### config.mk
export PLATFORM = sky130hd
export DESIGN_NAME = ksa_swap_fsm
export DESIGN_NICKNAME = d
export VERILOG_FILES = /design/src/rtl/ksa_swap_fsm.sv
export SDC_FILE = /design/constraint.sdc
export NUM_CORES = 1
export LEC_CHECK = 0
export ABC_AREA = 1
export BUFFER_PORTS_ARGS = -buffer_cell sky130_fd_sc_hd__buf_4
export CORE_UTILIZATION = 51
export CTS_BUF_LIST = sky130_fd_sc_hd__clkbuf_16
export DETAILED_ROUTE_END_ITERATION = 8
export GPL_ROUTABILITY_DRIVEN = 0
export PLACE_DENSITY_LB_ADDON = 0.08
export RECOVER_POWER = 100
export SLEW_MARGIN = 20
export SYNTH_ARGS = -nofsm -noshare
export SYNTH_HDL_FRONTEND = slang
export SYNTH_SLANG_ARGS = --single-unit
### constraint.sdc
create_clock -name clk -period 2.7 [get_ports clk]
set_input_delay 0.135 -clock clk [delete_from_list [all_inputs] [get_ports clk]]
set_output_delay 0.135 -clock clk [all_outputs]
set_load 0.005 [all_outputs]
### src/rtl/ksa_swap_fsm.sv
// RC4 key-scheduling permutation stage: walks i over 0..255, accumulates j and
// swaps s[i]/s[j] in the shared RAM, then holds done for the decrypt stage.
module ksa_swap_fsm #(
  parameter int KEY_BYTES = 3
) (
  input  logic                   clk,
  input  logic                   reset,
  input  logic                   start,
  input  logic [8*KEY_BYTES-1:0] secret_key,
  output logic [7:0]             mem_addr,
  output logic [7:0]             mem_data,
  output logic                   mem_wren,
  input  logic [7:0]             mem_q,
  output logic                   busy,
  output logic                   done
);

  typedef enum logic [2:0] {
    IDLE, RD_I, WT_I, RD_J, WT_J, WR_I, WR_J, DONE
  } state_t;

  localparam logic [3:0] K_LAST = 4'(KEY_BYTES - 1);

  state_t     state;
  logic [7:0] i, j, si, sj;
  logic [3:0] k;
  logic [7:0] key_byte;
  logic [7:0] j_next;

  // Key byte 0 sits in the most significant byte of secret_key.
  always_comb begin
    key_byte = '0;
    for (int n = 0; n < KEY_BYTES; n++)
      if (k == 4'(n)) key_byte = secret_key[8*(KEY_BYTES-1-n) +: 8];
  end

  assign j_next = j + mem_q + key_byte;

  // Write data is a pure mux of captured registers, so mem_q never reaches an output.
  assign mem_data = (state == WR_J) ? si : sj;

  always_ff @(posedge clk or posedge reset) begin
    if (reset) begin
      state    <= IDLE;
      i        <= '0;
      j        <= '0;
      k        <= '0;
      si       <= '0;
      sj       <= '0;
      mem_addr <= '0;
      mem_wren <= 1'b0;
      busy     <= 1'b0;
      done     <= 1'b0;
    end else begin
      case (state)
        IDLE, DONE: begin
          if (start) begin
            i        <= '0;
            j        <= '0;
            k        <= '0;
            mem_addr <= '0;
            mem_wren <= 1'b0;
            busy     <= 1'b1;
            done     <= 1'b0;
            state    <= RD_I;
          end
        end
        RD_I: state <= WT_I;
        WT_I: begin
          si       <= mem_q;
          j        <= j_next;
          mem_addr <= j_next;
          state    <= RD_J;
        end
        RD_J: state <= WT_J;
        WT_J: begin
          sj       <= mem_q;
          mem_addr <= i;
          mem_wren <= 1'b1;
          state    <= WR_I;
        end
        WR_I: begin
          mem_addr <= j;
          state    <= WR_J;
        end
        WR_J: begin
          mem_wren <= 1'b0;
          if (i == 8'hFF) begin
            busy  <= 1'b0;
            done  <= 1'b1;
            state <= DONE;
          end else begin
            i        <= i + 8'd1;
            k        <= (k == K_LAST) ? 4'd0 : k + 4'd1;
            mem_addr <= i + 8'd1;
            state    <= RD_I;
          end
        end
        default: state <= IDLE;
      endcase
    end
  end

endmodule

=== After elaboration in Yosys (flattened, before gate mapping) ===
Cells that the tools add are included.

* Add/sub/neg operators: 4
* Equality and inequality tests: 13
* Mux-type cells: 23
* Reductions and logical operators: 12

{| class="wikitable"
|+ Operator list
! cell !! count
|-
| $mux 8 || 6
|-
| $pmux 8 s5 || 1
|-
| $pmux 8 s2 || 2
|-
| $pmux 3 s7 || 1
|-
| $add 8x8->8 || 2
|-
| $eq 3x3->1 const B || 4
|-
| $mux 4 || 3
|-
| $reduce_and 3->1 || 3
|-
| $add 8x1->8 const B || 1
|-
| $eq 8x8->1 const B || 1
|-
| $pmux 4 s2 || 1
|-
| $eq 3x2->1 const B || 2
|-
| $mux 3 || 2
|-
| $reduce_bool 5->1 || 1
|-
| $add 4x1->4 const B || 1
|-
| $eq 4x1->1 const B || 1
|-
| $eq 4x2->1 const B || 1
|-
| $logic_not 4->1 || 1
|-
| $mux 1 || 4
|-
| $ne 2x2->1 const B || 2
|-
| $pmux 1 s2 || 2
|-
| $reduce_and 2->1 || 2
|-
| $reduce_bool 2->1 || 2
|-
| $eq 3x1->1 const B || 1
|-
| other kinds (5) || 5
|}

* Flip-flop bits (word level): 50
* Input port bits: 35
* Output and inout bits: 19
* Word-level logic and storage cells: 62

=== Depth between registers and ports, before layout ===
Gate-level depths: netlist of the first run.

* Depth in word-level cells: 6
* Depth in mapped cells: 19
* Depth with buffers taken out: 19

=== Least setup slack after synthesis of the first run ===
Ideal clock, no wire load.

* Path type: register -> register
* Start point: register k[2]
* End point: register mem_addr[5]
* Setup time: 0.123 ns
* Arrival time: 2.555 ns
* Data required time: 2.577 ns
* Slack: 0.022 ns
* Stages on the path, launching flop included: 13
* Buffers on the path: 1
* Period minus slack after synthesis: 2.678 ns
* Path through: dfrtp_1 -> nor2_2 -> clkbuf_1 -> nand3_1 -> nand3_1 -> fa_1 -> ha_1 -> a21oi_1 -> nand3_1 -> nand3_1 -> o21ai_0 -> o21ai_0 -> nand2_1

* Cells in the longest elaborated chain, start to end: 6
* Elaborated cells on any way between the ends: 8
* Those cells by class: add/sub (1); eq/ne (2); mux (4); reduce/logical (1)

{| class="wikitable"
|+ Ends and longest elaborated chain
! element !! line !! RTL
|-
| from (decl) || 26 || <nowiki>logic [3:0] k;</nowiki>
|-
| from (signal assigned) || 94 || <nowiki>k <= (k == K_LAST) ? 4'd0 : k + 4'd1;</nowiki>
|-
| $logic_not 4->1 || 34 || <nowiki>if (k == 4'(n)) key_byte = secret_key[8*(KEY_BYTES-1-n) +: 8];</nowiki>
|-
| $mux 8 (2 in a row) || 34 ||
|-
| $mux 8 (*) || 34 ||
|-
| $add 8x8->8 (*) || 37 || <nowiki>assign j_next = j + mem_q + key_byte;</nowiki>
|-
| $pmux 8 s5 (*) || 55 || <nowiki>case (state)</nowiki>
|-
| to (signal assigned) || 72 || <nowiki>mem_addr <= j_next;</nowiki>
|-
| to (signal assigned) || 78 || <nowiki>mem_addr <= i;</nowiki>
|-
| to (signal assigned) || 83 || <nowiki>mem_addr <= j;</nowiki>
|-
| to (decl) || 10 || <nowiki>output logic [7:0] mem_addr,</nowiki>
|}

Every way passes the cells marked *; elsewhere a longest branch is shown, timed or not.
A chain may end at the register's enable or synchronous reset.

=== Worst setup path after layout of the first run ===
* Start point: register k[1]
* End point: register mem_addr[7]

The elaborated chain is that of the path after synthesis.

==> results of run 1 <==
==> what timing repair did <==
action | 4_1_cts | 5_1_grt
pin swaps | 5 | 15
gates resized for setup | 14 | 17
setup endpoints to repair | 4 | 9
setup buffers | 2 | 4
cloned | 0 | 1
hold endpoints to repair | 0 | 0
==> critical path, delay by kind of cell, from the launching register on <==
| family | cells | cell delay [ns] |
|---|---|---|
| AOI/OAI and AO/OA | 1 | 0.12 |
| adders and majority gates | 2 | 0.73 |
| buffers and inverters | 3 | 0.42 |
| DFF | 1 | 0.42 |
| and+or+nand+nor | 11 | 0.96 |
==> metal layers <==
layer	vias up	track usage	share of wire
met1	1376	0.377	0.46
li1	1431	-	-
met4	0	0.0509	0.021
met2	103	0.424	0.47
met5	-	0	0
met3	20	0.0517	0.057
==> path summary, 6_finish.rpt <==
path / start / endpoint / slack, ns / depth (start not counted)
worst max register to register: k[1] / mem_addr[7] / -0.04 / 17
max in group asynchronous: reset / k[1] / 1.20 / 2
min in group asynchronous: reset / sj[7] / 0.41 / 2
worst min register to register: mem_addr[0] / mem_addr[0] / 0.48 / 2
worst min-delay path: start / state[0] / 0.11 / 3
worst max-delay path: k[1] / mem_addr[7] / -0.04 / 17
==> stage by stage <==
stage / setup TNS (ns) / instance area, um2 / utilization / instances
after detailed placement: -0.176 / 3570 / 0.632 / 525
after CTS: -0.00305 / 3790 / 0.672 / 535
after global placement: -0.0129 / 3570 / 0.632 / 525
after global routing: -1.37 / 3890 / 0.689 / 540
final: -0.0764 / 3890 / 0.689 / 540
after floorplan: 0 / 3040 / - / 398
==> synthesized netlist by cell type, types with 2 or more instances <==
cell type and count:
inv_1 50, buf_2 5, nand2_1 109, nand3_2 3, dfrtp_1 50, nor2_2 3, ha_1 7, o2111ai_1 2
clkbuf_1 3, fa_1 8, o21ai_1 9, o21ai_0 43, nor2_1 22, nor3_1 2, inv_2 3, a21oi_1 11
nand4_1 4, nand3_1 43, o22ai_1 3
==> layout by cell type, fill, tap and decap left out, drive strengths merged <==
cell	instances
bufinv	1
fa	8
nand2	111
clkinvlp	1
clkbuf	24
clkinv	2
o21bai	1
a31oi	1
a21o	1
o221a	1
o21ai	53
a31o	1
o2111ai	2
or2	1
ha	7
buf	53
o21a	1
o221ai	1
dfrtp	50
o22ai	3
o211ai	1
nand3	46
inv	53
nand4	4
a21oi	11
nand3b	1
nor2	25
nor3	4
==> where the power goes <==
group | total, uW | internal [uW] | switching (uW)
Sequential | 1200 | 1010 | 187
Combinational | 2500 | 1060 | 1430
Clock | 713 | 437 | 276
==> kinds of logic (layout without fill, tap and decap cells) <==
family | count (synthesis) | count (layout) | synth area share
flops | 50 | 50 | 0.411
fa+ha+maj | 15 | 15 | 0.0814
buf+inv | 64 | 134 | 0.0851
compound gates | 77 | 77 | 0.140
simple gates | 192 | 192 | 0.283
==> layout make-up <==
type | instances | area (um2)
clock buffers | 5 | 125
inverters | 54 | 205
fillers | 469 | 1750
repair buffers | 72 | 546
clock inverters | 3 | 42.5
flip-flops and latches | 50 | 1250
multi-input cells | 284 | 1630
well taps | 72 | 90.1
==> registers in the layout (all words and copies together) (netlist names) <==
signal	flops
busy	1
done	1
i	8
j	8
k	4
mem_addr	8
mem_wren	1
si	8
sj	8
state	3
==> results_dict.tcl, run 1 <==
set metrics [dict create \
    min_period_ns 2.74 \
    fin_nets 517 \
    violations "capacitance limit, slew limit, setup timing" \
    cap_violations 1 \
    die_h_um 79.3 \
    hp-class "primary input to register" \
    synth_nets 448 \
    synth_edf_count 0 \
    clock-sinks 50 \
    holdWs_ns 0.107 \
    crit_fanout 8 \
    ios 54 \
    ys_warn_count 0 \
    rsz0062_at_grt "true" \
    cts.htree.levels 2 \
    fp.coreArea_um2 5640 \
    start_kind "register" \
    arrival_ns 2.92 \
    vias_per_cell 5.43 \
    fin_ws_ns -0.0404 \
    die-area_um2 6280 \
    cpMostUsedCell "nand2_1" \
    p_leak_uw 0.00200 \
    status "finished, violations left" \
    synth_top_cell_by_area "dfrtp_1" \
    rows 27 \
    firstDrtPassIters 5 \
    synthCells 398 \
    peakVddDrop_uv 852 \
    path_cells "buf_4, nor2_4, buf_6, nand3_1, nand3_2, fa_1, ha_4, buf_4, nand2_1, nor2_1, nand2_1, o211ai_1, nand3_1, nand3_2, nand2_1, nand2_1, nand2_1" \
    fp.dieW_um 79.3 \
    drv_slew 51 \
    ant_nets 0 \
    ys_types 37 \
    syn2layout_area_growth_pct 27.7 \
    endpoint_kind "register" \
    required_ns 2.88 \
    antenna_found_initial 0 \
    wire_per_inst_um 15.0 \
    ys_top_cells_by_area "dfrtp_1 (41%), nand2_1 (13%), nand3_1 (7.1%)" \
    insertion_delay_ns 0.29 \
    slowest_stage "fa_1" \
    portBuffers 53 \
    period_share 1.01 \
    grt_pass1_wl_um 12800 \
    fin_worst_skew_ns 0.00735 \
    synth-seq-cells 50 \
    ctsRootBufferMaster "clkbuf_16" \
    drc 0 \
    clk_pin_slew_ns 0.07 \
    power_uw 4410 \
    drive_gt1_frac 0.256 \
    grt_pass1_vias 2687 \
    wirelength_um 8080 \
    cts_tree "yes" \
    vias 2930 \
    synth_top_area_share 0.411 \
    pre_cts_ws_ns -0.147 \
    setup_viol_count_final 3 \
    cts_buffers 5 \
    grt_usage 0.266 \
    yosysSeqAreaShare 0.411 \
    tightest_slew_ns 2.15 \
    hold_buffers 0 \
    relSlewSlack -0.443 \
    final_hold_viol_count 0 \
    grt_overflow_total 0 \
    clock.fmax_mhz 365 \
    initial_core_util 0.540 \
    ys.flop_type "dfrtp_1" \
    worstSetupPathType "register to register" \
    drtIter0Drc 171 \
    hpwlAfterDp_um 5710 \
    grt_max_degree 51 \
    antenna_cells 0 \
    slowest_delay_ns 0.44 \
    cts_buffer_depth 2 \
    async_reset_ff_frac 1.00 \
    p_per_area_nw_per_um2 1130 \
    syn_area_per_cell_um2 7.65 \
    netlist_area_um2 3040 \
]
(Power assumes the default switching activity.)
==> run 2, diff against run 1 <==
--- a/config.mk
+++ b/config.mk
@@ -7,7 +7,7 @@
 export LEC_CHECK = 0
 export ABC_AREA = 1
 export BUFFER_PORTS_ARGS = -buffer_cell sky130_fd_sc_hd__buf_4
-export CORE_UTILIZATION = 51
+export CORE_UTILIZATION = 56
 export CTS_BUF_LIST = sky130_fd_sc_hd__clkbuf_16
 export DETAILED_ROUTE_END_ITERATION = 8
 export GPL_ROUTABILITY_DRIVEN = 0
==> constraint.sdc (replaced) <==
create_clock -name clk -period 2.66 [get_ports clk]
set_input_delay 0.133 -clock clk [delete_from_list [all_inputs] [get_ports clk]]
set_output_delay 0.133 -clock clk [all_outputs]
set_load 0.005 [all_outputs]
==> run 2 against run 1 <==
The flow still finishes with violations (capacitance limit, slew limit, setup timing). Core utilization grew 7.7 points. Clock power grew 4.3%. Critical endpoint is now mem_addr[3]. Register-to-register slack lost 0.03 ns. Via count grew 4.3%.
==> results_dict.tcl, run 2 (synthesis results as in run 1) <==
set metrics [dict create \
    crit_family "simple AND/OR/NAND/NOR gates" \
    layout_commonest_cell "nand2_1" \
    multi_input_area_um2 1650 \
    portBuffers 53 \
    slowest_stage "dfrtp_1" \
    placed_cell_area_um2 3620 \
    clock-sinks 50 \
    endpoint_kind "register" \
    fp.coreArea_um2 5170 \
    drv_slew 51 \
    initial_core_util 0.589 \
    setup_viol_count_final 4 \
    peakVddDrop_uv 1120 \
    rsz0062_at_grt "true" \
    num-fill-cells 383 \
    critPathBufInv 3 \
    min_period_ns 2.73 \
    fp.dieW_um 75.7 \
    grt_overflow_total 0 \
    fin_nets 522 \
    relSlewSlack -0.468 \
    die_h_um 75.7 \
    hpwlAfterDp_um 5850 \
    rows 26 \
    fin_worst_skew_ns 0.00599 \
    cap_violations 1 \
    grt_pass1_wl_um 12900 \
    wire_per_inst_um 15.5 \
    register_area_um2 1250 \
    p_per_area_nw_per_um2 1180 \
    status "finished, violations left" \
    antenna_cells 0 \
    hp-class "primary input to register" \
    firstDrtPassIters 5 \
    slowest_delay_ns 0.43 \
    drtIter0Drc 201 \
    start_kind "register" \
    finalInstanceArea_um2 3960 \
    power_uw 4680 \
    tightest_slew_ns 2.19 \
    path_cells "buf_4, nor2_4, nand3_1, nand3_2, fa_1, ha_2, inv_2, fa_2, inv_2, nor2_1, nor3_2, a31oi_1, nand3_1, nand2_1, nand2_1" \
    grt_pass1_vias 2817 \
    grt_max_degree 51 \
    worstSetupPathType "register to register" \
    insertion_delay_ns 0.29 \
    grt_usage 0.306 \
    p_leak_uw 0.00204 \
    arrival_ns 2.92 \
    ant_nets 0 \
    die-area_um2 5740 \
    wirelength_um 8430 \
    cts.htree.levels 2 \
    utilization 0.766 \
    drc 0 \
    syn2layout_area_growth_pct 30.2 \
    ctsRootBufferMaster "clkbuf_16" \
    cts_buffers 5 \
    final_hold_viol_count 0 \
    layout_common_cells "nand2_1 (105), buf_4 (61), dfrtp_1 (50), inv_1 (44), o21ai_0 (38)" \
    pre_cts_ws_ns -0.151 \
    cts_tree "yes" \
    crit_fanout 5 \
    period_share 1.03 \
    fin_ws_ns -0.0736 \
    clk_pin_slew_ns 0.07 \
    vias 3057 \
    vias_per_cell 5.63 \
    cts_buffer_depth 2 \
    required_ns 2.84 \
    antenna_found_initial 0 \
    drive_gt1_frac 0.273 \
    ios 54 \
    clock.fmax_mhz 366 \
    violations "capacitance limit, slew limit, setup timing" \
]
==> run 2: routing by layer <==
metal	up-vias	GRT usage	wire, um
met4	0	0.0947	143
met5	-	0	0
met2	122	0.529	4190
met3	16	0.0503	522
li1	1451	-	-
met1	1468	0.395	3570
==> run 2: worst paths after layout <==
check / slack (ns) / to / from / cells after the start
max: -0.07 / mem_addr[3] / k[1] / 15
min: 0.08 / state[0] / start / 3
max reg2reg: -0.07 / mem_addr[3] / k[1] / 15
min reg2reg: 0.49 / si[5] / si[5] / 2
max in group asynchronous: 1.24 / sj[0] / reset / 2
min in group asynchronous: 0.43 / busy / reset / 2
==> run 2: worst reg2reg max path: cells and delay by family, from the launching register on <==
family | cells | cell delay, ns
AO/OA/AOI/OAI | 1 | 0.17
adder cells (fa/ha/maj) | 3 | 0.84
buffers and inverters | 3 | 0.29
flip-flops | 1 | 0.43
AND/OR/NAND/NOR | 8 | 0.91
==> run 2: what timing repair did <==
| action | in CTS | in global routing |
|---|---|---|
| gates resized for setup | 22 | 16 |
| hold buffers | 0 | 0 |
| endpoints found under the setup margin | 7 | 10 |
| pin swaps | 13 | 13 |
| setup buffers | 3 | 3 |
==> run 2: area by class of cell <==
type	instances	area share
sequential	50	0.316
multi-input combinational	284	0.416
clock inverter	3	0.0111
inverter	54	0.0524
timing repair buffer	77	0.151
tap	70	0.0221
clock buffer	5	0.0316
==> run 2: report_power, final <==
group	switching (uW)	internal [uW]	leakage [uW]	total (uW)
logic	1540	1190	0.00131	2720
registers	186	1020	0.000649	1210
clock network	298	446	0.0000842	744
==> run 2: through the flow <==
step / hold WS (ns) / instances / TNS (ns)
detailed placement: 0.390 / 529 / -0.378
CTS: 0.0909 / 540 / -0.0615
global route: 0.148 / 543 / -0.935
floorplan: 0.272 / 398 / 0
finish: 0.0836 / 543 / -0.157
global placement: 0.383 / 529 / -0.0262
